File: src/rtl/dispense_responder.sv
// Dispense-side responder for the vending handshake: stock check, one-hot slot motor
// drive until the drop sensor fires, settle delay, then done / nack / latched jam fault.
module dispense_responder #(
  parameter int NUM_SLOTS    = 7,
  parameter int STOCK_W      = 3,
  parameter int STOCK_INIT   = 4,
  parameter int VEND_TIMEOUT = 50,
  parameter int SETTLE_CYC   = 4
) (
  input  logic                 clk,
  input  logic                 rst,
  input  logic                 d,
  input  logic [2:0]           p,
  input  logic                 drop_sense,
  input  logic                 refill,
  input  logic                 fault_clr,
  output logic [NUM_SLOTS-1:0] motor,
  output logic                 busy,
  output logic                 done,
  output logic                 nack,
  output logic                 fault,
  output logic [NUM_SLOTS-1:0] slot_empty
);

  localparam int TIMER_MAX = (VEND_TIMEOUT > SETTLE_CYC) ? VEND_TIMEOUT : SETTLE_CYC;
  localparam int TIMER_W   = (TIMER_MAX > 1) ? $clog2(TIMER_MAX) : 1;

  localparam logic [2:0]         MAX_CODE     = 3'(NUM_SLOTS);
  localparam logic [STOCK_W-1:0] STOCK_FULL   = STOCK_W'(STOCK_INIT);
  localparam logic [STOCK_W-1:0] STOCK_ONE    = STOCK_W'(1);
  localparam logic [TIMER_W-1:0] TIMER_ONE    = TIMER_W'(1);
  localparam logic [TIMER_W-1:0] VEND_LAST    = TIMER_W'(VEND_TIMEOUT - 1);
  localparam logic [TIMER_W-1:0] SETTLE_LAST  = TIMER_W'(SETTLE_CYC - 1);

  typedef enum logic [2:0] {
    S_IDLE,
    S_CHECK,
    S_VEND,
    S_SETTLE,
    S_DONE,
    S_NACK,
    S_FAULT
  } state_t;

  state_t               state;
  state_t               state_next;
  logic                 d_q;
  logic [2:0]           code;
  logic [TIMER_W-1:0]   timer;
  logic [STOCK_W-1:0]   stock [NUM_SLOTS];

  logic                 request;
  logic [2:0]           slot_idx;
  logic                 code_valid;
  logic                 slot_has_stock;

  // Rising edge of the request level; only acted on from IDLE.
  assign request        = d & ~d_q;
  assign slot_idx       = code - 3'd1;
  assign code_valid     = (code != 3'd0) && (code <= MAX_CODE);
  assign slot_has_stock = code_valid && (stock[slot_idx] != '0);

  // NOTE: every register here is written with <= so all of them update from the
  // same pre-edge values; a blocking = would let later statements see new values.
  always_ff @(posedge clk) begin
    if (rst) begin
      state      <= S_IDLE;
      d_q        <= 1'b0;
      code       <= 3'd0;
      timer      <= '0;
      slot_empty <= '0;
      // NOTE: the stock array is machine state, not bulk storage, so it is reset
      // explicitly; a RAM-style array would normally be left unreset.
      for (int i = 0; i < NUM_SLOTS; i++) begin
        stock[i] <= STOCK_FULL;
      end
    end else begin
      state <= state_next;
      d_q   <= d;

      if (state == S_IDLE && request) begin
        code <= p;
      end

      // Timer restarts on every state change and only runs in the timed states.
      if (state_next != state) begin
        timer <= '0;
      end else if (state == S_VEND || state == S_SETTLE) begin
        timer <= timer + TIMER_ONE;
      end

      for (int i = 0; i < NUM_SLOTS; i++) begin
        if (state == S_IDLE && refill) begin
          stock[i] <= STOCK_FULL;
        end else if (state == S_VEND && drop_sense && slot_idx == 3'(i)) begin
          stock[i] <= stock[i] - STOCK_ONE;
        end
      end

      for (int i = 0; i < NUM_SLOTS; i++) begin
        slot_empty[i] <= (stock[i] == '0);
      end
    end
  end

  // NOTE: each output of this block gets a default before the case, so no path
  // leaves a signal unassigned and no latch is inferred.
  always_comb begin
    state_next = state;
    motor      = '0;
    busy       = (state != S_IDLE);
    done       = 1'b0;
    nack       = 1'b0;
    fault      = 1'b0;

    unique case (state)
      S_IDLE: begin
        if (request) begin
          state_next = S_CHECK;
        end
      end
      S_CHECK: begin
        state_next = slot_has_stock ? S_VEND : S_NACK;
      end
      S_VEND: begin
        motor[slot_idx] = 1'b1;
        // A drop in the final timed cycle still counts as a delivery.
        if (drop_sense) begin
          state_next = S_SETTLE;
        end else if (timer == VEND_LAST) begin
          state_next = S_FAULT;
        end
      end
      S_SETTLE: begin
        if (timer == SETTLE_LAST) begin
          state_next = S_DONE;
        end
      end
      S_DONE: begin
        done       = 1'b1;
        state_next = S_IDLE;
      end
      S_NACK: begin
        nack       = 1'b1;
        state_next = S_IDLE;
      end
      S_FAULT: begin
        fault = 1'b1;
        if (fault_clr) begin
          state_next = S_IDLE;
        end
      end
      default: begin
        state_next = S_IDLE;
      end
    endcase
  end

endmodule

File: config.mk
export PLATFORM = sky130hd
export DESIGN_NAME = dispense_responder
export DESIGN_NICKNAME = d
export VERILOG_FILES = /design/src/rtl/dispense_responder.sv
export SDC_FILE = /design/constraint.sdc
export NUM_CORES = 1
export LEC_CHECK = 0
export CORE_AREA = 2 2 74 76
export DETAILED_ROUTE_END_ITERATION = 7
export DIE_AREA = 0 0 76 78
export GPL_ROUTABILITY_DRIVEN = 0
export SLEW_MARGIN = 5
export SYNTH_ARGS = -nofsm -noshare
export SYNTH_HDL_FRONTEND = slang
export SYNTH_SLANG_ARGS = --single-unit
File: constraint.sdc
create_clock -name clk -period 3 [get_ports clk]
set_clock_uncertainty 0.2 [all_clocks]
set_input_delay 0.45 -clock clk [delete_from_list [all_inputs] [get_ports clk]]
set_output_delay 0.45 -clock clk [all_outputs]
set_load 0.02 [all_outputs]
==> flow_metrics.env <==
export IMPL_status="finished, final reports clean"
export IMPL_synthDistinctLibCells=38
export IMPL_dr_first_iter_drc_count=108
export IMPL_core_um2=5040
export IMPL_synth_top_area_cell="edfxtp_1"
export IMPL_place_ws_ps=318
export IMPL_switching_share_pct=28.4
export IMPL_synthCells=233
export IMPL_dp_hpwl_um=3410
export IMPL_rsz0062_at_grt="no"
export IMPL_tritoncts="yes"
export IMPL_pwr_share_seq_pct=52.0
export IMPL_drcViolationCount=0
export IMPL_setup_tns_ps=0
export IMPL_io_pins=27
export IMPL_worst_r2r_endpoint="state[0]"
export IMPL_cts_sinks=41
export IMPL_setup_viol=0
export IMPL_timing_rr_start="code[1]"
export IMPL_final_hold_viol_count=0
export IMPL_timing_final_crit_period_ps=2850
export IMPL_grtUsageTotal_pct=16.3
export IMPL_layout_cells_non_filler=334
export IMPL_critPathKind="reg2out"
export IMPL_antenna_found_initial=0
export IMPL_p_sw_mw=0.352
export IMPL_syn_nets=264
export IMPL_timing_final_max_slew_violations=0
export IMPL_fp_dieH_um=78
export IMPL_place_area_um2=2570
export IMPL_final_nets=294
export IMPL_grt_max_degree=19
export IMPL_row_count=26
export IMPL_cts_made_buffers=5
export IMPL_clock_path_buffers=2
export IMPL_r2r_cells=8
export IMPL_worst_pin_slew_ps=512
export IMPL_yosys_top_cells_area="edfxtp_1, dfxtp_1, ha_1"
export IMPL_grt_pass1_wl_um=7550
export IMPL_die_area_um2=5930
export IMPL_p_total_mw=1.24
export IMPL_peakVddDrop_mv=0.250
export IMPL_timing_fmax_mhz=351
export IMPL_dr_pass1_iters=4
export IMPL_routed_via_density=5.05
export IMPL_synth_top_area_share_pct=28.5
export IMPL_reg2reg_slack_ps=680
export IMPL_required_ps=2350
export IMPL_dp_cells=326
export IMPL_hold_end="timer[5]"
export IMPL_num_vias=1686
export IMPL_p_per_area_nw_per_um2=466
export IMPL_start_util_pct=43.9
export IMPL_avgSynthCellArea_um2=9.49
export IMPL_synth_warnings=0
export IMPL_crit_arrival_ps=2200
export IMPL_antenna_cells=0
export IMPL_max_slew_margin_pct=65.9
export IMPL_postCtsHoldBufs=0
export IMPL_critical_path_startpoint_type="flop"
export IMPL_holdCritStartpoint="timer[5]"
export IMPL_intPower_mw=0.887
export IMPL_worstSkewPairLatency_ps=290
export IMPL_ant_nets=0
export IMPL_pwr_share_clk_pct=27.9
export IMPL_fin_area_um2=2660
export IMPL_cp_end_kind="output pin"
export IMPL_overflow=0
export IMPL_cts_root_buf="clkbuf_8"
export IMPL_syn_to_final_growth_pct=20.3
export IMPL_nFillCells=482
export IMPL_grt_pass1_vias=1556
export IMPL_min_path_type="reg2reg"
export IMPL_drt_wl_total_um=4520
export IMPL_htree_levels=2
export IMPL_hold_depth=2
export IMPL_dieWidth_um=76
export IMPL_timing_final_crit_share_pct=95.0
export IMPL_critPathMaxFanout=10
export IMPL_drive_above_1_share_pct=7.20
export IMPL_ys_seq_area_share_pct=46.6
export IMPL_routedWlPerCell_um=13.5
export IMPL_synth_seq_cells=41
export IMPL_syn_area_um2=2210
export IMPL_cellLeakagePower_nw=1.14
export IMPL_worst_slack_ps=151
export IMPL_maxCapViolCount=0
export IMPL_clk_pin_slew_ps=80
export IMPL_io_buffer_count=26
export IMPL_combPwrFrac_pct=20.0
## logic make-up after synthesis
group           count (synthesis)  synth area share, %
simple gates                  108                 25.2
flops                          41                 46.6
buf+inv                        35                 6.17
fa+ha+maj                      22                 12.4
compound gates                 20                 6.62
xor+xnor                        4                 1.58
mux                             3                 1.36
## cell usage in the layout (no fill, tap or decap), drive strengths merged, types with 2 or more instances in the layout
master	count
nor2	32
inv	26
ha	22
clkdlybuf4s50	21
edfxtp	21
nand2	20
dfxtp	20
nor2b	11
nand3	10
nand4	6
buf	6
clkbuf	6
nor3	5
nor4	5
o21ai	5
nand2b	4
a21oi	4
dlymetal6s2s	4
or3	3
nor3b	3
xor2	3
mux2i	3
and3b	2
and4bb	2
a31oi	2
nor4b	2
clkinv	2
## synthesized netlist by cell type
library cell and instances:
a311oi_1 1, buf_2 4, nand3_1 10, and3b_1 2, and2b_1 1, nor4_1 5
o21ai_1 2, ha_1 22, inv_1 26, nor4b_1 2, clkbuf_1 5, nor2b_1 11
o31ai_1 1, edfxtp_1 21, or3_1 3, nor3_1 5, o32ai_1 1, xnor2_1 1
mux2i_1 3, xor2_1 3, nand3b_1 1, o211ai_1 1, a211oi_2 1, and4bb_2 2
a41o_1 1, a31oi_1 2, nand2_1 20, nand4b_1 1, dfxtp_1 20, nor3b_1 3
o21ai_0 3, nand4_1 6, a2111oi_2 1, nor2_1 32, a41oi_1 1, a21oi_1 4
nand2b_1 4, a221o_1 1
## area by class of cell
cell class	instances	area, µm²	share of cell area [%]
clock inverters	2	10.0	0.376
flip-flops and latches	41	1030	38.8
inverters	26	97.6	3.67
repair buffers	32	314	11.8
clock buffers	6	72.6	2.73
well taps	70	87.6	3.29
multi-input cells	157	1050	39.4
## power groups by stage
| stage | clock network [mW] | registers [mW] | logic (mW) |
|---|---|---|---|
| finish | 0.346 | 0.645 | 0.249 |
| global route | 0.387 | 0.649 | 0.283 |
| CTS | 0.361 | 0.644 | 0.250 |
| detailed placement | 0 | 0.657 | 0.248 |
| global placement | 0 | 0.658 | 0.245 |
| floorplan | 0 | 0.652 | 0.171 |
## routing by layer
layer  up-vias  part of all wire, %  global-route usage [%]  routed length, µm
met5         -                    0                       0                  0
met4         0                 0.95                    5.45                 43
met3         5                  3.8                    3.72                172
met2        31                   48                    27.5               2190
met1       786                   47                    20.9               2120
li1        864                    -                       -                  -
## state kept, by name, summed over array words and instances, names as in the netlist
register    cells
d_q             1
stock          21
state           3
code            3
slot_empty      7
timer           6
## worst max-delay path, cell delays in order (launching register included)
cell	delay [ps]
dfxtp_1	410
inv_1	110
ha_1	200
ha_2	330
nor3_1	220
clkdlybuf4s50_1	640
## metrics by stage
stage	hold WS (ps)	utilization (%)
3_5_place_dp	324	50.9
5_1_grt	372	52.8
6_report	337	52.8
3_3_place_gp	302	50.9
4_1_cts	336	52.5
2_1_floorplan	284	-
## worst max path at each step
stage	start	to	slack, ps	cells after the start
6_report	code[1]	motor[3]	150	5
5_1_grt	code[1]	motor[2]	30	5
4_1_cts	code[1]	motor[4]	3	6
3_5_place_dp	code[1]	motor[0]	320	6
3_3_place_gp	state[1]	motor[2]	370	4
2_1_floorplan	code[0]	motor[2]	480	6
## what timing repair did
action,CTS,global route
gates resized for setup,1,6
setup endpoints to repair,1,6
setup buffers,0,0
Note: power is estimated with default switching activity, not from simulation.
